==> src/rtl/mem_arb_pkg.sv <==
// Shared types and helpers for the byte-serialising memory arbiter.
package mem_arb_pkg;

    // Transaction FSM: one IDLE cycle separates every pair of transactions.
    typedef enum logic [1:0] {
        IDLE = 2'd0,
        RD   = 2'd1,
        WR   = 2'd2
    } arb_state_t;

    // Size field encodings (size = bytes-1).
    localparam int SZ_B = 0;
    localparam int SZ_H = 1;
    localparam int SZ_W = 3;

    // Byte counter width: a read runs up to 9 cycles for a 64-bit port.
    localparam int CNT_W = 4;

    // Selects byte lane 'lane' of a little-endian word (lane 0 = bits [7:0]).
    function automatic logic [7:0] byte_lane(input logic [63:0] word, input logic [2:0] lane);
        return word[{lane, 3'b000} +: 8];
    endfunction

endpackage

==> src/rtl/mem_arb_picker.sv <==
// Grant selection over eligible requesters (req & ~abort).
// MEM_ARB_RR_EN defined: round-robin with a start pointer that moves past each grant.
// MEM_ARB_RR_EN undefined: fixed priority, highest port index wins; no state is built.
module mem_arb_picker #(
    parameter int NUM_PORTS = 2,
    parameter int IDX_W     = 1
) (
`ifdef MEM_ARB_RR_EN
    input  logic                 clk,
    input  logic                 rst,
    input  logic                 grant_take,
`endif
    input  logic [NUM_PORTS-1:0] req_mask,
    output logic                 grant_valid,
    output logic [IDX_W-1:0]     grant_idx
);

`ifdef MEM_ARB_RR_EN
    // ptr_reg holds the port where the next search begins (last grant + 1).
    logic [IDX_W-1:0] ptr_reg;
    logic [IDX_W-1:0] ptr_next;

    // Scan from ptr_reg upward with wrap; iterate backwards so the nearest port wins.
    always_comb begin
        int j;
        j           = 0;
        grant_valid = 1'b0;
        grant_idx   = '0;
        for (int i = NUM_PORTS - 1; i >= 0; i--) begin
            j = int'(ptr_reg) + i;
            if (j >= NUM_PORTS) begin
                j = j - NUM_PORTS;
            end
            if (req_mask[j]) begin
                grant_valid = 1'b1;
                grant_idx   = IDX_W'(j);
            end
        end
        ptr_next = (int'(grant_idx) == NUM_PORTS - 1) ? '0 : grant_idx + 1'b1;
    end

    // Advance the search start past the port just granted.
    always_ff @(posedge clk) begin
        if (rst) begin
            ptr_reg <= '0;
        end else if (grant_take) begin
            ptr_reg <= ptr_next;
        end
    end
`else
    // Last match wins, so the highest eligible index is granted.
    always_comb begin
        grant_valid = 1'b0;
        grant_idx   = '0;
        for (int i = 0; i < NUM_PORTS; i++) begin
            if (req_mask[i]) begin
                grant_valid = 1'b1;
                grant_idx   = IDX_W'(i);
            end
        end
    end
`endif

endmodule

==> src/rtl/mem_arbiter.sv <==
// N-port arbiter onto a byte-wide RAM with 1-cycle read latency.
// Multi-byte little-endian reads/writes are serialised into byte accesses.
// Build option: MEM_ARB_RR_EN selects round-robin instead of fixed priority.
module mem_arbiter
    import mem_arb_pkg::*;
#(
    parameter int NUM_PORTS = 2,
    parameter int ADDR_W    = 32,
    parameter int DATA_W    = 32,
    parameter int SIZE_W    = $clog2(DATA_W / 8)
) (
    input  logic                          clk,
    input  logic                          rst,
    input  logic [NUM_PORTS-1:0]          req,
    input  logic [NUM_PORTS-1:0]          we,
    input  logic [NUM_PORTS-1:0]          abort,
    input  logic [NUM_PORTS*ADDR_W-1:0]   addr,
    input  logic [NUM_PORTS*SIZE_W-1:0]   size,
    input  logic [NUM_PORTS*DATA_W-1:0]   wdata,
    output logic [NUM_PORTS-1:0]          done,
    output logic [DATA_W-1:0]             rdata,
    output logic                          busy,
    output logic [ADDR_W-1:0]             ram_addr,
    output logic                          ram_wr,
    output logic [7:0]                    ram_dout,
    input  logic [7:0]                    ram_din
);

    localparam int NB    = DATA_W / 8;
    localparam int IDX_W = (NUM_PORTS > 1) ? $clog2(NUM_PORTS) : 1;

    arb_state_t         state_reg, state_next;
    logic [IDX_W-1:0]   port_reg;
    logic [ADDR_W-1:0]  ram_addr_reg;
    logic [SIZE_W-1:0]  size_reg;
    logic [DATA_W-1:0]  wdata_reg;
    logic [CNT_W-1:0]   cnt_reg;
    logic [7:0]         rbuf_reg [NB];

    logic [ADDR_W-1:0]  addr_arr  [NUM_PORTS];
    logic [SIZE_W-1:0]  size_arr  [NUM_PORTS];
    logic [DATA_W-1:0]  wdata_arr [NUM_PORTS];

    logic               grant_valid;
    logic [IDX_W-1:0]   grant_idx;
    logic               grant_fire;
    logic [CNT_W-1:0]   size_ext;
    logic               rd_done;
    logic               wr_done;
    logic               rd_abort;

    // Unpack the flat per-port buses.
    for (genvar gi = 0; gi < NUM_PORTS; gi++) begin : g_unpack
        assign addr_arr[gi]  = addr[gi*ADDR_W +: ADDR_W];
        assign size_arr[gi]  = size[gi*SIZE_W +: SIZE_W];
        assign wdata_arr[gi] = wdata[gi*DATA_W +: DATA_W];
    end

    mem_arb_picker #(
        .NUM_PORTS (NUM_PORTS),
        .IDX_W     (IDX_W)
    ) u_picker (
`ifdef MEM_ARB_RR_EN
        .clk         (clk),
        .rst         (rst),
        .grant_take  (grant_fire),
`endif
        .req_mask    (req & ~abort),
        .grant_valid (grant_valid),
        .grant_idx   (grant_idx)
    );

    // cnt_reg = cycle index - 1 within a transaction. Reads finish one cycle
    // after the last address (RAM latency); writes finish with the last byte.
    assign grant_fire = (state_reg == IDLE) && grant_valid;
    assign size_ext   = CNT_W'(size_reg);
    assign rd_done    = (state_reg == RD) && (cnt_reg == size_ext + CNT_W'(1));
    assign wr_done    = (state_reg == WR) && (cnt_reg == size_ext);
    assign rd_abort   = (state_reg == RD) && abort[port_reg] && !rd_done;

    // FSM state register.
    always_ff @(posedge clk) begin
        if (rst) begin
            state_reg <= IDLE;
        end else begin
            state_reg <= state_next;
        end
    end

    // Next state: aborts only cancel reads, and done beats a same-cycle abort.
    always_comb begin
        state_next = state_reg;
        case (state_reg)
            IDLE: if (grant_fire) state_next = we[grant_idx] ? WR : RD;
            RD:   if (rd_done || rd_abort) state_next = IDLE;
            WR:   if (wr_done) state_next = IDLE;
            default: state_next = IDLE;
        endcase
    end

    // Latch the winner's request at the grant edge, then step address and count.
    always_ff @(posedge clk) begin
        if (rst) begin
            port_reg     <= '0;
            ram_addr_reg <= '0;
            size_reg     <= '0;
            wdata_reg    <= '0;
            cnt_reg      <= '0;
        end else if (grant_fire) begin
            port_reg     <= grant_idx;
            ram_addr_reg <= addr_arr[grant_idx];
            size_reg     <= size_arr[grant_idx];
            wdata_reg    <= wdata_arr[grant_idx];
            cnt_reg      <= '0;
        end else if (state_reg != IDLE) begin
            ram_addr_reg <= ram_addr_reg + ADDR_W'(1);
            cnt_reg      <= cnt_reg + CNT_W'(1);
        end
    end

    // Read assembly: byte k arrives when cnt_reg == k+1. Earlier bytes are
    // registered; the final byte is forwarded straight from ram_din on done.
    // Lanes are cleared at grant so bytes beyond the size read back as zero.
    for (genvar gi = 0; gi < NB; gi++) begin : g_lane
        always_ff @(posedge clk) begin
            if (rst || grant_fire) begin
                rbuf_reg[gi] <= 8'h00;
            end else if (state_reg == RD && cnt_reg == CNT_W'(gi + 1)) begin
                rbuf_reg[gi] <= ram_din;
            end
        end

        assign rdata[gi*8 +: 8] = !rd_done                      ? 8'h00   :
                                  (cnt_reg == CNT_W'(gi + 1))   ? ram_din :
                                                                  rbuf_reg[gi];
    end

    // Completion pulse goes to the port that owns the transaction.
    always_comb begin
        done = '0;
        if (rd_done || wr_done) begin
            done[port_reg] = 1'b1;
        end
    end

    assign busy     = (state_reg != IDLE);
    assign ram_addr = ram_addr_reg;
    assign ram_wr   = (state_reg == WR);
    assign ram_dout = (state_reg == WR) ? byte_lane(64'(wdata_reg), cnt_reg[2:0]) : 8'h00;

endmodule

==> config.mk <==
export PLATFORM = sky130hd
export DESIGN_NAME = mem_arbiter
export DESIGN_NICKNAME = d
export VERILOG_FILES = /design/src/rtl/mem_arb_pkg.sv /design/src/rtl/mem_arb_picker.sv /design/src/rtl/mem_arbiter.sv
export SDC_FILE = /design/constraint.sdc
export NUM_CORES = 1
export LEC_CHECK = 0
export ABC_AREA = 1
export BUFFER_PORTS_ARGS = -buffer_cell sky130_fd_sc_hd__buf_2
export CAP_MARGIN = 20
export CORE_AREA = 4 4 114 116
export CTS_CLUSTER_DIAMETER = 60
export CTS_CLUSTER_SIZE = 12
export DETAILED_ROUTE_END_ITERATION = 12
export DIE_AREA = 0 0 118 120
export PLACE_DENSITY = 0.83
export SYNTH_ARGS = -nofsm -noshare
export SYNTH_HDL_FRONTEND = slang
export SYNTH_HIERARCHICAL = 1
export SYNTH_SLANG_ARGS = --single-unit
==> constraint.sdc <==
create_clock -name clk -period 3.6 [get_ports clk]
set_clock_uncertainty 0.05 [all_clocks]
set_input_delay 0 -clock clk [delete_from_list [all_inputs] [get_ports clk]]
set_output_delay 0 -clock clk [all_outputs]
set_load 0.01 [all_outputs]
# Yosys cells after proc, flatten, opt, wreduce, memory -nomap -nowiden
# Memories as Yosys holds them, arrays and structs flattened.
# Index checks and enable logic that the tools add are counted.
# op_classes
addsub	3
multipliers	0
div_mod_pow	0
n_lt_le_gt_ge	4
eq_ne	11
shifts	1
mux	53
n_bitwise	7
n_reduce_logical	19
# ops
op	count
32-bit two-way mux	8
8-bit two-way mux	13
64-bit by 7-bit variable part select with 8-bit output	1
32-bit by 1-bit adder with 32-bit output, second input constant	1
1-bit two-way mux	22
2-bit two-way mux	8
1-bit logical AND	10
4-bit by 2-bit equality test with 1-bit output, second input constant	2
2-bit case mux with 3 select lines	1
4-bit by 1-bit adder with 4-bit output, second input constant	1
4-bit by 1-bit equality test with 1-bit output, second input constant	1
4-bit by 2-bit equality test with 1-bit output	1
4-bit by 3-bit equality test with 1-bit output	1
4-bit by 3-bit equality test with 1-bit output, second input constant	1
1-bit by 2-bit less-than comparator with 1-bit output, second input constant	2
2-bit inequality test, second input constant	2
1-bit bitwise OR	4
2-bit nonzero test	2
2-bit by 1-bit adder with 3-bit output, second input constant	1
1-bit logical OR	3
3-bit AND reduction	1
2-bit bitwise AND	1
2-bit by 1-bit equality test with 1-bit output, second input constant	1
2-bit equality test, second input constant	1
9 further kinds	9
# totals
regBits	73
latch_bits	0
ram_bits	32
mem_bits_ro	0
input_bits	148
output_inout_bits	76
wordCells	105
memories	1
# memory_table
name	words	word_bits	rd	rd_clocked_by_memory_dff	write_ports	line	source
rbuf_reg	4	8	4	0	4	mem_arbiter.sv:38	logic [7:0] rbuf_reg [NB];

# Longest topological paths before layout
# Gate-level depths: netlist (run 1).
# logic_depth
depth_word	9
depth_mapped	12
ltp_nobuf	10

# Hierarchy
# Netlist (run 1), hierarchy kept.
# by_module_without_submodules
module	instances	cells_per_inst	area_each_um2	seq_area_each_um2
mem_arbiter	1	976	6471.2	2422.3
mem_arb_picker	1	4	18.8	0.0

# Least setup slack after synthesis (run 1)
# OpenSTA, ideal clock, no wires.
# synth_timing
path_kind	flip-flop to flip-flop
startpoint	register cnt_reg[0]
endpoint	memory rbuf_reg[3][0] (enable)
setup_ns	0.384
arrival_ns	1.925
required_time_ns	3.166
path_slack_ns	1.241
path_stages_with_launch	7
path_buffers	2
synth_period_minus_slack_ns	2.359
path_cell_list	dfxtp_1 -> buf_2 -> inv_1 -> clkbuf_1 -> ha_1 -> nand3_2 -> o21ai_0
# synth_rtl
element	line	source
start: declaration	mem_arbiter.sv:37	logic [CNT_W-1:0] cnt_reg;
start signal: assignment	mem_arbiter.sv:117	cnt_reg <= cnt_reg + CNT_W'(1);
end: declaration	mem_arbiter.sv:38	

# Worst setup path after layout (run 1)
# layout_timing
startpoint	register state_reg[0]
endpoint	register wdata_reg[13]
# layout_between
elab_chain_cells	2
# layout_rtl
element	line	source
start: declaration	mem_arbiter.sv:32	arb_state_t state_reg, state_next;
start signal: assignment	mem_arbiter.sv:86	state_reg <= state_next;
2-bit logical NOT	mem_arbiter.sv:75	assign grant_fire = (state_reg == IDLE) && grant_valid;
1-bit logical AND	mem_arbiter.sv:75	
end signal: assignment	mem_arbiter.sv:113	wdata_reg <= wdata_arr[grant_idx];
end: declaration	mem_arbiter.sv:36	logic [DATA_W-1:0] wdata_reg;
# No other way between the ends.
# A chain may end at the register's enable or synchronous reset.

==> flow_metrics.env, run 1 <==
export IMPL_status="complete, no violations"
export IMPL_finalSetupViolations=0
export IMPL_gp_congestion=0.9541
export IMPL_ys_top_cells_by_area="dfxtp_1 23%, nand2_1 19%, edfxtp_1 15%"
export IMPL_syn_to_final_growth_pct=39.62
export IMPL_peakVddDrop_mv=0.2224
export IMPL_rsz0062_at_grt="no"
export IMPL_p_sw_share_pct=34.36
export IMPL_syn_area_um2=6490
export IMPL_cts_max_level=3
export IMPL_port_buffers=223
export IMPL_pwr_share_seq_pct=41.9
export IMPL_root_buffer="clkbuf_16"
export IMPL_cts_tree="built"
export IMPL_synth_async_reset_ratio_pct=0
export IMPL_diodes=0
export IMPL_clk_latency_ns=0.35
export IMPL_clockBufferDepth=2
export IMPL_synthFlopType="dfxtp_1"
export IMPL_worstPathMaxFanout=74
export IMPL_io_pins=224
export IMPL_nFillCells=847
export IMPL_synth_compound_area_share_pct=17.85
export IMPL_rows=40
export IMPL_finalCritPeriodShare_pct=83.11
export IMPL_tns_ns=0
export IMPL_dp_hpwl_um=14200
export IMPL_firstDrtPassIters=6
export IMPL_drive_above_1_share_pct=22.95
export IMPL_fmax_mhz=334.2
export IMPL_final_common_cell="nand2_1"
export IMPL_core_um2=11910
export IMPL_r2r_slack_ns=0.61
export IMPL_leakage_nw=4.220
export IMPL_grt_remaining_overflow=0
export IMPL_yosys_area_share_xor_xnor_pct=1.619
export IMPL_wire_per_inst_um=15.69
export IMPL_synth_simple_area_share_pct=34.89
export IMPL_finalPower_mw=3.699
export IMPL_dieArea_um2=14160
export IMPL_synth_cell_types=38
export IMPL_layout_common_cells="329 x nand2_1, 224 x buf_2, 112 x dlygate4sd3_1"
export IMPL_synth_top_family_by_area="simple AND/OR/NAND/NOR gates"
export IMPL_clock_sinks=105
export IMPL_cp_start_kind="register"
export IMPL_via_count=8075
export IMPL_hp_class="in -> reg"
export IMPL_synth_fa_ha_area_share_pct=1.157
export IMPL_synth_edf_count=32
export IMPL_antenna_found_initial=0
export IMPL_fin_cells=1437
export IMPL_p_switching_mw=1.271
export IMPL_combPwrFrac_pct=31.1
export IMPL_hold_viol=0
export IMPL_grt_start_max_net_pins=75
export IMPL_routed_wl_um=22540
export IMPL_synth_nets=1134
export IMPL_synth_area_per_cell_um2=6.622
export IMPL_grt_pass1_vias=7410
export IMPL_postSynthCellCount=980
export IMPL_ant_nets=0
export IMPL_grtUsageTotal_pct=30.94
export IMPL_ys_seq_elements=105
export IMPL_dieHeight_um=120
export IMPL_cp_end_kind="register"
export IMPL_critPathKind="reg -> reg"
export IMPL_cp_arrival_ns=3.24
export IMPL_slew_headroom_pct=32.22
export IMPL_dp_cells=1308
export IMPL_synth_top_area_cell="dfxtp_1"
export IMPL_yosysTopAreaCellShare_pct=22.52
export IMPL_die_w_um=118
export IMPL_finalMaxSlewViolations=0
export IMPL_vias_per_cell=5.619
export IMPL_numCtsBuffers=9
export IMPL_path_clk_slew_ns=0.08
export IMPL_postCtsSetupBuffers=0
export IMPL_synthMuxAreaShare_pct=0.1542
export IMPL_multiInputGateArea_um2=3621
export IMPL_cap_violations=0
export IMPL_p_int_mw=2.428
export IMPL_yosys_warnings=6
export IMPL_initial_core_util_pct=54.49
export IMPL_tightest_slew_ns=1.006
export IMPL_power_density_nw_per_um2=408.2
export IMPL_synth_seq_area_share_pct=37.32
export IMPL_clkPwrFrac_pct=27.0
export IMPL_min_period_ns=2.992
export IMPL_first_iter_violations=766
export IMPL_drt_drc_violations_left=0
export IMPL_cp_required_ns=3.85
export IMPL_final_nets=1439
export IMPL_fin_hold_ws_ns=0.005357
export IMPL_register_area_um2=2422
export IMPL_grt_pass1_wl_um=36010
==> layout make-up <==
type	count	area share [%]
clock inverter	5	0.6904
tap	147	2.030
inverter	59	2.444
sequential	105	26.73
timing repair buffer	346	25.57
multi-input combinational	764	39.96
clock buffer	11	2.568
==> cells in the mapped netlist (5+ instances only) <==
cell	number
edfxtp_1	32
a31o_2	6
dfxtp_1	73
nand2_1	329
buf_2	24
nand2_2	5
a31oi_1	34
ha_1	6
nand3b_1	7
nor2_2	9
nand4_1	6
nor2_4	8
inv_1	47
xor2_1	7
nor2_1	104
o21ai_0	87
a21oi_1	75
xnor2_1	5
nand3_1	50
clkbuf_1	22
inv_2	8
==> final timing paths <==
check,startpoint,to,cells past startpoint
setup / recovery,state_reg[0],wdata_reg[13],7
hold / removal,addr[38],ram_addr[6],4
setup reg to reg,state_reg[0],wdata_reg[13],7
hold reg to reg,port_reg,port_reg,2
==> routing by layer <==
| metal | up-vias | track usage (%) | wire length [µm] |
|---|---|---|---|
| li1 | 3847 | - | - |
| met1 | 3644 | 40.02 | 9114 |
| met2 | 498 | 51.24 | 10570 |
| met3 | 86 | 4.194 | 1978 |
| met4 | 0 | 14.87 | 883 |
| met5 | - | 0 | 0 |
==> worst max-delay path, stage by stage, from the launching register on <==
cell and delay (ns):
dfxtp_1 0.35, nor2_2 0.60, nand2_1 0.19, inv_2 0.13
buf_4 0.53, o21ai_0 0.24, a31oi_1 0.24, dlygate4sd3_1 0.58
==> cells by family (layout without fill, tap and decap cells) <==
group	Yosys count	in the layout
AOI/OAI and AO/OA	213	213
xor gates and xnor gates	12	12
adders and majority gates	6	6
buffers and inverters	111	421
DFF	105	105
muxes	1	1
and+or+nand+nor	532	532
==> stage by stage <==
stage          setup slack [ns]  cell area, µm²  util (%)
6_report                 0.6081            9061     76.07
5_1_grt                  0.3648            9061     76.07
4_1_cts                  0.8096            9056     76.03
3_5_place_dp              1.038            7640     64.14
3_3_place_gp              1.138            7640     64.14
2_1_floorplan             1.241            6490         -
==> power by group through the flow <==
stage          Sequential [mW]  Clock (mW)  Combinational [mW]
6_report                  1.55        1.00                1.15
4_1_cts                   1.54       0.998                1.11
3_3_place_gp              1.56           0               0.931
2_1_floorplan             1.55           0               0.610
5_1_grt                   1.57        1.05                1.28
3_5_place_dp              1.57           0               0.951
==> timing repair <==
action	CTS	global route
endpoints found under the hold margin	60	0
gates resized for setup	0	0
hold buffers	112	0
(Power assumes the default switching activity.)
==> inputs of run 2 (changes only) <==
--- a/config.mk
+++ b/config.mk
@@ -8,12 +8,12 @@
 export ABC_AREA = 1
 export BUFFER_PORTS_ARGS = -buffer_cell sky130_fd_sc_hd__buf_2
 export CAP_MARGIN = 20
-export CORE_AREA = 4 4 114 116
+export CORE_AREA = 4 4 124 126
 export CTS_CLUSTER_DIAMETER = 60
 export CTS_CLUSTER_SIZE = 12
 export DETAILED_ROUTE_END_ITERATION = 12
-export DIE_AREA = 0 0 118 120
-export PLACE_DENSITY = 0.83
+export DIE_AREA = 0 0 128 130
+export PLACE_DENSITY = 0.74
 export SYNTH_ARGS = -nofsm -noshare
 export SYNTH_HDL_FRONTEND = slang
 export SYNTH_HIERARCHICAL = 1
==> constraint.sdc (replaced) <==
create_clock -name clk -period 2.7 [get_ports clk]
set_clock_uncertainty 0.05 [all_clocks]
set_input_delay 0 -clock clk [delete_from_list [all_inputs] [get_ports clk]]
set_output_delay 0 -clock clk [all_outputs]
set_load 0.01 [all_outputs]
==> flow_metrics.env, run 2 (same netlist as run 1, synthesis figures left out) <==
export IMPL_reg2reg_depth=8
export IMPL_rows=44
export IMPL_cts_max_level=3
export IMPL_min_from="addr[15]"
export IMPL_tightest_slew_ns=0.9370
export IMPL_dp_cells=1352
export IMPL_dp_hpwl_um=15060
export IMPL_r2r_start="state_reg[0]"
export IMPL_die_w_um=128
export IMPL_slew_headroom_pct=36.87
export IMPL_hold_viol=0
export IMPL_grt_pass1_vias=7383
export IMPL_grt_pass1_wl_um=35650
export IMPL_power_density_nw_per_um2=536.5
export IMPL_r2r_slack_ns=0.33
export IMPL_cp_start_kind="register"
export IMPL_placed_cell_area_um2=7739
export IMPL_final_nets=1450
export IMPL_initial_core_util_pct=45.34
export IMPL_root_buffer="clkbuf_16"
export IMPL_drive_above_1_share_pct=23.52
export IMPL_stdcell_area_um2=9214
export IMPL_cp_arrival_ns=2.61
export IMPL_finalMaxSlewViolations=0
export IMPL_finalCritPeriodShare_pct=87.68
export IMPL_antenna_found_initial=0
export IMPL_min_period_ns=2.367
export IMPL_clk_latency_ns=0.35
export IMPL_peakVddDrop_mv=0.2835
export IMPL_wire_per_inst_um=15.05
export IMPL_fin_hold_ws_ns=0.006168
export IMPL_grtUsageTotal_pct=26.45
export IMPL_dieArea_um2=16640
export IMPL_grt_start_max_net_pins=75
export IMPL_grt_remaining_overflow=0
export IMPL_worstPathMaxFanout=74
export IMPL_fin_cells=1485
export IMPL_critPathKind="reg -> reg"
export IMPL_layout_common_cells="329 x nand2_1, 225 x buf_2, 115 x dlygate4sd3_1"
export IMPL_syn_to_final_growth_pct=41.97
export IMPL_routed_wl_um=22350
export IMPL_drt_drc_violations_left=0
export IMPL_cp_end_kind="register"
export IMPL_clockBufferDepth=2
export IMPL_via_count=7802
export IMPL_nFillCells=1275
export IMPL_first_iter_violations=569
export IMPL_numCtsBuffers=9
export IMPL_fin_util_pct=64.37
export IMPL_cts_tree="built"
export IMPL_multiInputGateArea_um2=3621
export IMPL_r2r_end="wdata_reg[28]"
export IMPL_core_um2=14310
export IMPL_rsz0062_at_grt="no"
export IMPL_dieHeight_um=130
export IMPL_cp_required_ns=2.94
export IMPL_leakage_nw=4.271
export IMPL_fmax_mhz=422.4
export IMPL_gp_congestion=0.9500
export IMPL_cap_violations=0
export IMPL_holdPathStages=5
export IMPL_vias_per_cell=5.254
export IMPL_finalSetupViolations=0
export IMPL_port_buffers=223
export IMPL_ant_nets=0
export IMPL_tns_ns=0
export IMPL_status="complete, no violations"
export IMPL_diodes=0
export IMPL_hp_class="in -> reg"
export IMPL_final_common_cell="nand2_1"
export IMPL_firstDrtPassIters=5
export IMPL_path_clk_slew_ns=0.08
export IMPL_register_area_um2=2422
export IMPL_io_pins=224
export IMPL_clock_sinks=105
export IMPL_hold_path_end="ram_addr[15]"
## run 2: cell count changes in the layout (fill, tap and decap cells not counted), sizes merged
cell / before / now
clkinvlp: 0 / 1
dlygate4sd3: 112 / 115
clkbuf: 11 / 9
clkinv: 4 / 7
inv: 59 / 58
buf: 234 / 242
bufinv: 1 / 0
## run 2: report_power, final
| part | internal, mW | switching [mW] |
|---|---|---|
| Combinational | 0.683 | 0.871 |
| Sequential | 1.85 | 0.208 |
| Clock | 0.664 | 0.668 |
## run 2: routing by layer
metal  wire [µm]  track usage, %  vias to the layer above
met2       10680           45.10                      354
met4         614           9.800                        0
li1            -               -                     3865
met3        1564           2.824                       57
met1        9482           34.84                     3526
met5           0               0                        -
## run 2: worst max-delay path by stage
stage / startpoint / to / slack (ns) / cells past startpoint
5_1_grt: state_reg[0] / wdata_reg[8] / 0.14 / 8
3_5_place_dp: cnt_reg[1] / rbuf_reg[3][7] / 0.52 / 4
6_report: state_reg[0] / wdata_reg[28] / 0.33 / 8
2_1_floorplan: cnt_reg[0] / rbuf_reg[3][0] / 0.34 / 6
3_3_place_gp: cnt_reg[1] / rbuf_reg[3][5] / 0.67 / 4
4_1_cts: state_reg[0] / wdata_reg[3] / 0.22 / 8
## run 2: layout make-up
class / instances / share of cell area (%)
multi-input cells: 764 / 39.30
flip-flops and latches: 105 / 26.29
repair buffers: 357 / 26.14
well taps: 184 / 2.499
clock buffers: 9 / 2.444
inverters: 59 / 2.431
clock inverters: 7 / 0.8963
## run 2: stage by stage
| step | total power [mW] | setup slack (ns) |
|---|---|---|
| 3_5_place_dp | 3.382 | 0.5244 |
| 6_report | 4.943 | 0.3327 |
| 4_1_cts | 4.913 | 0.2230 |
| 5_1_grt | 5.249 | 0.1357 |
| 2_1_floorplan | 2.882 | 0.3414 |
| 3_3_place_gp | 3.363 | 0.6698 |
## run 2: critical path, cell delays in order, from the launching register on
cell	delay, ns
dfxtp_1	0.35
nor2_2	0.11
buf_4	0.23
nand2_1	0.12
inv_2	0.10
buf_6	0.39
o21ai_0	0.16
a31oi_1	0.18
dlygate4sd3_1	0.57
## run 2: repair_timing
action,4_1_cts,5_1_grt
resized for setup,0,3
endpoints found under the setup margin,0,7
hold buffers,115,0
setup buffers,0,0
hold endpoints to repair,61,0
